--- src/rtl/fetch_pkg.sv ---
// Shared types and constants for the instruction-fetch stage and its consumers.
// Latency: n/a (declarations only).
// Backpressure: n/a.
package fetch_pkg;

    // Width of the IF/ID payload fields, shared with the decode stage.
    localparam int XLEN = 32;

    // PC advance per fetched word, and the R15 read offset seen by decode.
    localparam int unsigned PC_STEP        = 4;
    localparam int unsigned PC_READ_OFFSET = 8;

    typedef enum logic [1:0] {
        FETCH = 2'd0,
        HOLD  = 2'd1,
        DRAIN = 2'd2
    } fetch_state_t;

    // IF/ID register contents: instruction word and the address it came from.
    typedef struct packed {
        logic [XLEN-1:0] instr;
        logic [XLEN-1:0] pc;
    } ifid_t;

endpackage

--- src/rtl/fetch_skid.sv ---
// One-entry IF/ID-shaped holding buffer with load, unload and clear.
// Latency: loaded entry is visible on skid_dat the cycle after load.
// Backpressure: none of its own; the owner only loads when the entry is free.
module fetch_skid
    import fetch_pkg::*;
(
    input  logic  clk,
    input  logic  rst_n,
    input  logic  load,
    input  logic  unload,
    input  logic  clear,
    input  ifid_t load_dat,
    output logic  skid_vld,
    output ifid_t skid_dat
);

    logic  skid_vld_q, skid_vld_d;
    ifid_t skid_dat_q, skid_dat_d;

    // Next entry: clear beats load, load beats unload.
    always_comb begin
        skid_vld_d = skid_vld_q;
        skid_dat_d = skid_dat_q;
        if (clear) begin
            skid_vld_d = 1'b0;
            skid_dat_d = '0;
        end else if (load) begin
            skid_vld_d = 1'b1;
            skid_dat_d = load_dat;
        end else if (unload) begin
            skid_vld_d = 1'b0;
            skid_dat_d = '0;
        end
    end

    // Entry register.
    always_ff @(posedge clk or negedge rst_n) begin
        if (!rst_n) begin
            skid_vld_q <= 1'b0;
            skid_dat_q <= '0;
        end else begin
            skid_vld_q <= skid_vld_d;
            skid_dat_q <= skid_dat_d;
        end
    end

    assign skid_vld = skid_vld_q;
    assign skid_dat = skid_dat_q;

endmodule

--- src/rtl/fetch_stage.sv ---
// ARMv4 instruction fetch: owns the PC, fetches over req/ack, fills the IF/ID register.
// Latency: a word acked in cycle N is in IF/ID in cycle N+1; 1 instr/cycle with zero-wait memory.
// Backpressure: stall freezes IF/ID; one fetch landing under stall parks in the skid and req drops.
module fetch_stage
    import fetch_pkg::*;
#(
    parameter int          BUS      = 32,
    parameter logic [31:0] RESET_PC = 32'h0000_0000
) (
    input  logic           clk,
    input  logic           rst_n,
    output logic           imem_req,
    output logic [BUS-1:0] imem_addr,
    input  logic           imem_ack,
    input  logic [BUS-1:0] imem_rdata,
    input  logic           stall,
    input  logic           redirect_valid,
    input  logic [BUS-1:0] redirect_pc,
    output logic           if_valid,
    output logic [BUS-1:0] if_instr,
    output logic [BUS-1:0] if_pc,
    output logic [BUS-1:0] if_pc_plus8
);

    fetch_state_t   state_q, state_d;
    logic [BUS-1:0] pc_q, pc_d;
    logic [BUS-1:0] drain_addr_q, drain_addr_d;
    ifid_t          ifid_q, ifid_d;
    logic           if_valid_q, if_valid_d;

    logic           skid_load, skid_unload, skid_clear;
    logic           skid_vld;
    ifid_t          skid_dat;
    ifid_t          fetch_word;
    logic [BUS-1:0] pc_next;
    logic [BUS-1:0] redirect_tgt;

    // Targets are word aligned; the low two bits are deliberately dropped.
    logic unused_redirect_lsbs;
    assign unused_redirect_lsbs = ^redirect_pc[1:0];

    assign fetch_word   = '{instr: imem_rdata, pc: pc_q};
    assign pc_next      = pc_q + BUS'(PC_STEP);
    assign redirect_tgt = {redirect_pc[BUS-1:2], 2'b00};

    fetch_skid u_skid (
        .clk      (clk),
        .rst_n    (rst_n),
        .load     (skid_load),
        .unload   (skid_unload),
        .clear    (skid_clear),
        .load_dat (fetch_word),
        .skid_vld (skid_vld),
        .skid_dat (skid_dat)
    );

    // Next state, PC, IF/ID and skid control; redirect overrides everything.
    always_comb begin
        state_d      = state_q;
        pc_d         = pc_q;
        drain_addr_d = drain_addr_q;
        ifid_d       = ifid_q;
        if_valid_d   = if_valid_q;
        skid_load    = 1'b0;
        skid_unload  = 1'b0;
        skid_clear   = 1'b0;

        if (redirect_valid) begin
            if_valid_d = 1'b0;
            skid_clear = 1'b1;
            pc_d       = redirect_tgt;
            unique case (state_q)
                FETCH: begin
                    // Request still outstanding: remember its address and drop its data later.
                    if (!imem_ack) begin
                        state_d      = DRAIN;
                        drain_addr_d = pc_q;
                    end
                end
                HOLD:  state_d = FETCH;
                // An ack arriving with the redirect retires the old request right now.
                DRAIN: if (imem_ack) state_d = FETCH;
                default: state_d = FETCH;
            endcase
        end else begin
            unique case (state_q)
                FETCH: begin
                    if (imem_ack) begin
                        pc_d = pc_next;
                        if (!if_valid_q || !stall) begin
                            ifid_d     = fetch_word;
                            if_valid_d = 1'b1;
                        end else begin
                            skid_load = 1'b1;
                            state_d   = HOLD;
                        end
                    end else if (!stall) begin
                        if_valid_d = 1'b0;
                    end
                end
                HOLD: begin
                    if (!stall) begin
                        ifid_d      = skid_dat;
                        if_valid_d  = skid_vld;
                        skid_unload = 1'b1;
                        state_d     = FETCH;
                    end
                end
                DRAIN: begin
                    if (imem_ack) state_d = FETCH;
                end
                default: state_d = FETCH;
            endcase
        end
    end

    // Stage state registers.
    always_ff @(posedge clk or negedge rst_n) begin
        if (!rst_n) begin
            state_q      <= FETCH;
            pc_q         <= BUS'(RESET_PC);
            drain_addr_q <= '0;
            ifid_q       <= '0;
            if_valid_q   <= 1'b0;
        end else begin
            state_q      <= state_d;
            pc_q         <= pc_d;
            drain_addr_q <= drain_addr_d;
            ifid_q       <= ifid_d;
            if_valid_q   <= if_valid_d;
        end
    end

    // Request is gated by reset so it is low for the whole reset pulse.
    assign imem_req    = rst_n && (state_q != HOLD);
    assign imem_addr   = (state_q == DRAIN) ? drain_addr_q : pc_q;
    assign if_valid    = if_valid_q;
    assign if_instr    = ifid_q.instr;
    assign if_pc       = ifid_q.pc;
    assign if_pc_plus8 = ifid_q.pc + BUS'(PC_READ_OFFSET);

endmodule

--- config.mk ---
export PLATFORM = sky130hd
export DESIGN_NAME = fetch_stage
export DESIGN_NICKNAME = d
export VERILOG_FILES = /design/src/rtl/fetch_pkg.sv /design/src/rtl/fetch_skid.sv /design/src/rtl/fetch_stage.sv
export SDC_FILE = /design/constraint.sdc
export NUM_CORES = 1
export LEC_CHECK = 0
export ABC_AREA = 1
export CAP_MARGIN = 5
export CORE_UTILIZATION = 47
export DETAILED_ROUTE_END_ITERATION = 8
export PLACE_DENSITY = 0.77
export SYNTH_ARGS = -nofsm -noshare
export SYNTH_HDL_FRONTEND = slang
export SYNTH_SLANG_ARGS = --single-unit
--- constraint.sdc ---
create_clock -name clk -period 1.6 [get_ports clk]
set_clock_uncertainty 0.1 [all_clocks]
set_input_delay 0.16 -clock clk [delete_from_list [all_inputs] [get_ports clk]]
set_output_delay 0.16 -clock clk [all_outputs]
set_load 0.01 [all_outputs]
==> metrics.sh, run 1 <==
RUN_STATUS='complete, but fails checks'
FAILING_CHECKS='DRC, setup timing'
TOTAL_LEAKAGE_POWER_nW=9.49
ASYNC_SET_RESET_FLOP_SHARE_OUT_OF_SYNTHESIS_PCT=100
GRT_PASS1_VIAS=10600
WORSTSETUPPATHTYPE='flip-flop to primary output'
CTS_TREE='built'
DETAILROUTE.VIA_COUNT=14100
TIGHTESTPINTRANSITION_NS=0.782
DETAILEDPLACE.WORSTSLACK_NS=-0.653
CP.ARRIVAL_NS=2.29
DIE_H_UM=147
TIMING.REG2REG.WORST_PATH_DEPTH=9
FINALCOREUTILIZATION_PCT=91.8
TOTAL_POWER_mW=21.6
CTS_ROOT_BUFFER='clkbuf_16'
START_UTIL_PCT=48.5
ROUTABILITYCONGESTION=0.904
DRT_ITER0_MARKERS=2321
NUMCLOCKSINKS=190
FINAL.SETUP.WORST_SLACK_NS=-0.945
NNETSFINAL=1890
MAX_CAP_VIOLATIONS=0
FINAL_HOLD_VIOL_COUNT=0
SYNTH_LARGEST_TYPE_AREA_FRACTION_PCT=47.9
AREA_DELTA_SYNTH_FINAL_PCT=89.1
DRTANTENNAVIOLNETS=0
YS.WARNINGS.COUNT=0
PWR-SHARE-CLK_PCT=21.4
FLOORPLAN.ROWS=52
POWER_DENSITY_nW_PER_UM2=1150
SLEW-LIMIT-HEADROOM_PCT=47.3
GRT_SETUP_UNREPAIRED='yes'
PLACEMENT.IO_BUFFERS=194
WORSTSKEWPAIRLATENCY_NS=0.48
HOLD_CLASS='input port to async pin'
DP_HPWL_MM=22.6
CHIPWIDTH_UM=147
ROUTEDWLPERCELL_UM=28.9
NETSWITCHINGFRACTION_PCT=42.0
YS.FLOP_TYPE='dfrtp_1'
SYNTH-EDFF-COUNT=0
SYNTH.YOSYS.SEQ_AREA_SHARE_PCT=47.9
DESIGN.DIE.AREA_UM2=21700
POWER_FRAC_SEQ_PCT=31.2
CP-STARTPOINT='if_pc[4]'
YOSYS.CELL_COUNT.TOP_TYPE='nand2_1'
GRT_PASS1_WL_MM=55.8
CTS_BUFFERS=17
YOSYSUNIQUECELLTYPES=33
POWER_SWITCHING_mW=9.06
MAX_FREQ_MHz=393
CELLINTERNALPOWER_mW=12.5
WORST-R2R-SETUP-SLACK_NS=-0.72
NETLIST.TOP_CELL.BY_AREA='dfrtp_1'
DIODES=0
COREAREA_UM2=20400
TOTAL_ROUTED_LENGTH_MM=60.7
GRT_ANTENNA_BEFORE_REPAIR=1
GLOBALROUTE.TOTALOVERFLOW=0
SYNTH.TOP_CELLS.BY_AREA='dfrtp_1, nand2_1, o21ai_0, inv_1, nor2_1'
WORST-ENDPOINT-REQUIRED_NS=1.34
YS_FF_LATCH=190
FINALCRITICALPERIOD_NS=2.55
FIN_WORST_HOLD_SLACK_NS=0.172
IRDROPWORSTVDD_mV=0.975
NETLIST_AREA_UM2=9920
CRITICAL_PATH.ENDPOINT='if_pc_plus8[25]'
WORST_SETUP_END_KIND='primary output'
TOP_LEVEL_PORTS=199
CLKSLEWWORSTSETUPHOLDPATHS_NS=0.09
FIN_CRIT_SH_PCT=159
COMB_POWER_SHARE_PCT=47.4
WORST_R2R_STARTPOINT='state_q[1]'
SYN-MEAN-INSTANCE-AREA_UM2=7.39
DRT_PASS1_ITERATIONS=9
SETUP_VIOL=260
R2R-END='if_pc[4]'
SYNTH.TOP_CELLS.BY_COUNT='nand2_1, dfrtp_1, o21ai_0'
GRT_USE_TOTAL_PCT=32.9
SHARE_OF_CELLS_ABOVE_DRIVE_STRENGTH_1_PCT=49.4
NETLIST_INSTANCES=1341
HTREEDEPTH=4
CRIT_FANOUT=3
DETAIL_ROUTE.DRC_VIOLATIONS=128
GRT_MAX_DEGREE=84
WORSTSETUPSTARTPOINTTYPE='flip-flop'
CTS_BUFFER_DEPTH=2
DRT-VIAS-PER-INSTANCE=6.69
TIMING_MAX_TRANSITION_VIOLATIONS_FINAL=0
logic make-up (layout without fill, tap and decap cells):
logic type / count (synthesis) / count (layout) / share of synthesized area (%)
compound gates: 253 / 253 / 13.6
other cells: 1 / 2 / 0.0378
fa+ha+maj: 2 / 2 / 0.252
simple gates: 639 / 640 / 26.2
flops: 190 / 190 / 47.9
xor+xnor: 31 / 31 / 2.74
buf+inv: 225 / 714 / 9.30
power groups by stage:
stage	clock network (mW)	logic (mW)	registers [mW]
after floorplan	0	2.18	6.51
after global placement	0	6.35	6.28
after detailed placement	0	6.44	6.33
after CTS	4.39	7.07	6.30
after global routing	4.75	10.5	6.76
final	4.61	10.2	6.74
metrics by stage:
step	instances	setup TNS, ns	cell area, um2
final	2102	-98.08	18800
after global routing	2102	-103.03	18800
after CTS	2006	-80.78	15100
after detailed placement	1923	-49.92	13500
after global placement	1923	-44.41	13500
after floorplan	1342	-0.354	9920
state kept, by name, summed over array words and instances (netlist names):
name             flops
if_pc               31
drain_addr_q        30
u_skid.skid_vld      1
pc_q                30
if_valid             1
if_instr            32
state_q              2
u_skid.skid_dat     63
final cells by class:
type	count	area, um2
repair inverters	1	8.76
fillers	601	1680
multi-input cells	928	6700
clock inverters	15	186
well taps	270	338
flip-flops and latches	190	4780
inverters	157	631
clock buffers	17	425
repair buffers	524	5690
per-layer routing:
metal	GRT usage [%]	up-vias	wire, um	share of wire, %
li1	-	5250	-	-
met1	42.6	6606	19100	31
met2	54.4	1578	26000	43
met3	5.71	631	9410	15
met4	13.6	4	6190	10
met5	0	-	44	0.072
critical path, cell delays in order (launching register included):
cell and delay (ns):
dfrtp_1 0.45, ha_2 0.26, nand2_4 0.09, nor3_4 0.16
nand2_2 0.12, nor2_4 0.14, nand2_2 0.09, o21ai_1 0.26
nand2_2 0.10, buf_6 0.14
worst min path at each step:
stage | from | end
floorplan | rst_n | drain_addr_q[10]
global placement | rst_n | u_skid.skid_dat[25]
detailed placement | rst_n | pc_q[24]
CTS | rst_n | pc_q[24]
global route | rst_n | u_skid.skid_dat[22]
finish | rst_n | drain_addr_q[20]
what timing repair did:
action	4_1_cts	5_1_grt
buffers inserted	45	73
hold buffers	1	0
resized for setup	444	806
endpoints found under the setup margin	269	316
hold endpoints to repair	42	0
pin swaps	41	142
gates cloned	8	37
cell usage in the layout, fill, tap and decap left out, drive strengths merged:
master           n
clkinv           8
o221ai           1
nand4            6
dfrtp          190
buf            369
nand2          400
xnor2            1
clkdlybuf4s15    1
o21ai          171
inv            164
dlymetal6s2s    61
xor2            30
o22ai           32
a21oi           38
clkbuf          42
dlygate4sd3      1
ha               2
nand3           88
o21bai           5
nor2           123
nor3            22
and3             1
o211ai           5
clkdlybuf4s50   67
a31oi            1
conb             2
clkinvlp         1
(Power assumes the default switching activity.)
==> inputs of run 2 (changes only) <==
--- a/config.mk
+++ b/config.mk
@@ -10,6 +10,7 @@
 export CORE_UTILIZATION = 47
 export DETAILED_ROUTE_END_ITERATION = 8
 export PLACE_DENSITY = 0.77
+export SKIP_CTS_REPAIR_TIMING = 1
 export SYNTH_ARGS = -nofsm -noshare
 export SYNTH_HDL_FRONTEND = slang
 export SYNTH_SLANG_ARGS = --single-unit
==> run 2 against run 1 <==
  * The flow still finishes with violations (DRC, setup timing)
  * Maximum frequency increased by 6.0%
  * First-iteration DRC count decreased by 21%
  * Hold slack got worse by 0.0048 ns
  * Flip-flop and latch count unchanged
  * Sequential share of layout area increased by 2.4 points
==> metrics.sh, run 2 (same netlist as run 1, synthesis figures left out) <==
GRT_MAX_DEGREE=84
DIE_H_UM=147
FAILING_CHECKS='DRC, setup timing'
MET2WIRELENGTH_MM=21.8
HTREEDEPTH=4
START_UTIL_PCT=48.5
TOTAL_ROUTED_LENGTH_MM=48.6
WORSTSETUPPATHTYPE='flip-flop to primary output'
TIMING.SETUP.TNS_NS=-85.07
TIGHTESTPINTRANSITION_NS=0.832
FILLERS=972
CTS_BUFFERS=17
DRT_ITER0_MARKERS=1840
MET3WIRELENGTH_MM=6.09
ROUTEDWLPERCELL_UM=23.7
CPMAXSTAGEDELAYCELL='dfrtp_1'
NNETSFINAL=1839
CLKSLEWWORSTSETUPHOLDPATHS_NS=0.08
MAX_FREQ_MHz=417
GRT_PASS1_VIAS=9667
R2R-END='drain_addr_q[2]'
TIMING.REG2REG.WORST_PATH_DEPTH=7
LAYOUT.CELLS.MOST_COMMON='nand2_1'
DRTANTENNAVIOLNETS=0
SETUP_VIOL=250
AREA_OF_THE_MULTI_INPUT_GATES_UM2=5920
WORST_R2R_STARTPOINT='state_q[1]'
TIMING_MAX_TRANSITION_VIOLATIONS_FINAL=0
CTS_ROOT_BUFFER='clkbuf_16'
LARGEST_REGISTER_FFS=63
TOP_LEVEL_PORTS=199
MAX_CAP_VIOLATIONS=0
SHARE_OF_CELLS_ABOVE_DRIVE_STRENGTH_1_PCT=40.9
DETAIL_ROUTE.DRC_VIOLATIONS=1
SLEW-LIMIT-HEADROOM_PCT=43.9
WORST-ENDPOINT-REQUIRED_NS=1.34
WORST_SETUP_END_KIND='primary output'
FINAL.SETUP.WORST_SLACK_NS=-0.800
NUMCLOCKSINKS=190
WORSTSETUPSTARTPOINTTYPE='flip-flop'
HOLD_CLASS='input port to async pin'
DP_HPWL_MM=22.6
WORSTSKEWPAIRLATENCY_NS=0.46
FIN_CRIT_SH_PCT=150
TIMING.CRITICAL_PATH.CELLS='inv_1, nor3_1, nand2_2, nor2_4, nand2_2, xor2_1, clkbuf_2'
CTS_TREE='built'
RUN_STATUS='complete, but fails checks'
GRT_ANTENNA_BEFORE_REPAIR=2
GRT_PASS1_WL_MM=49.8
ROUTABILITYCONGESTION=0.904
TOTAL_POWER_mW=19.6
TOTAL_LEAKAGE_POWER_nW=8.96
INSTANCES_NO_FILL=2052
MOSTFREQUENTLAYOUTCELLS='nand2_1, buf_4, dfrtp_1'
REGAREA_UM2=4780
GRT_SETUP_UNREPAIRED='yes'
DRT_PASS1_ITERATIONS=9
FINALCRITICALPERIOD_NS=2.40
IRDROPWORSTVDD_mV=0.990
ROUTED_METAL_1_WIRELENGTH_MM=16.7
DESIGN.DIE.AREA_UM2=21700
WORST-R2R-SETUP-SLACK_NS=-0.74
COREAREA_UM2=20400
CHIPWIDTH_UM=147
CP.ARRIVAL_NS=2.14
WORST_PATH_LARGEST_CELL_DELAY_NS=0.42
DETAILROUTE.VIA_COUNT=12700
GLOBALROUTE.TOTALOVERFLOW=0
CTS_BUFFER_DEPTH=2
FIN_WORST_HOLD_SLACK_NS=0.167
FLOORPLAN.ROWS=52
PLACEMENT.IO_BUFFERS=194
GRT_USE_TOTAL_PCT=29.2
NUMBER_OF_PLACED_INSTANCES_WITH_TAPS_INCLUDED=1923
CRIT_FANOUT=4
CRIT_TOP_CELL='nand2_2'
AREA_DELTA_SYNTH_FINAL_PCT=73.0
FINALCOREUTILIZATION_PCT=84.0
DRT-VIAS-PER-INSTANCE=6.21
HIGHEST_LAYER='met5'
FINAL_HOLD_VIOL_COUNT=0
POWER_DENSITY_nW_PER_UM2=1140
[run 2: final cells by class]
class	count	area share, %
multi-input cells	927	34.5
repair buffers	474	28.4
clock inverters	15	1.09
inverters	157	3.60
flip-flops and latches	190	27.8
clock buffers	17	2.48
well taps	270	1.97
diodes	1	0.0146
repair inverters	1	0.0656
[run 2: worst max path at each step]
| stage | start | to | slack, ns | cells after the start |
|---|---|---|---|---|
| finish | if_pc[12] | if_pc_plus8[21] | -0.80 | 7 |
| global route | if_pc[12] | if_pc_plus8[21] | -0.82 | 7 |
| CTS | if_pc[3] | if_pc_plus8[25] | -1.13 | 10 |
| detailed placement | if_pc[3] | if_pc_plus8[25] | -0.65 | 10 |
| global placement | if_pc[3] | if_pc_plus8[25] | -0.60 | 10 |
| floorplan | if_pc[4] | if_pc_plus8[25] | -0.13 | 9 |
[run 2: routing by layer]
layer / vias up / global-route usage [%]
met1: 5998 / 40.6
met5: - / 0
li1: 5142 / -
met2: 1157 / 46.9
met4: 2 / 10.9
met3: 434 / 3.51
[run 2: worst max-delay path, delay by kind of cell (launching register included)]
| family | cells | cell delay, ns |
|---|---|---|
| xor gates and xnor gates | 1 | 0.24 |
| buffers and inverters | 2 | 0.29 |
| DFF | 1 | 0.42 |
| and+or+nand+nor | 4 | 0.73 |
[run 2: stage by stage]
stage / cell area (um2) / setup slack, ns
detailed placement: 13500 / -0.653
floorplan: 9920 / -0.127
global route: 17200 / -0.818
global placement: 13500 / -0.603
finish: 17200 / -0.800
CTS: 14100 / -1.13
[run 2: report_power, final]
part | switching (mW) | leakage [nW] | internal [mW]
registers | 0.842 | 2.43 | 5.64
logic | 4.57 | 6.23 | 3.99
clock network | 2.39 | 0.297 | 2.14
total | 7.80 | 8.96 | 11.8
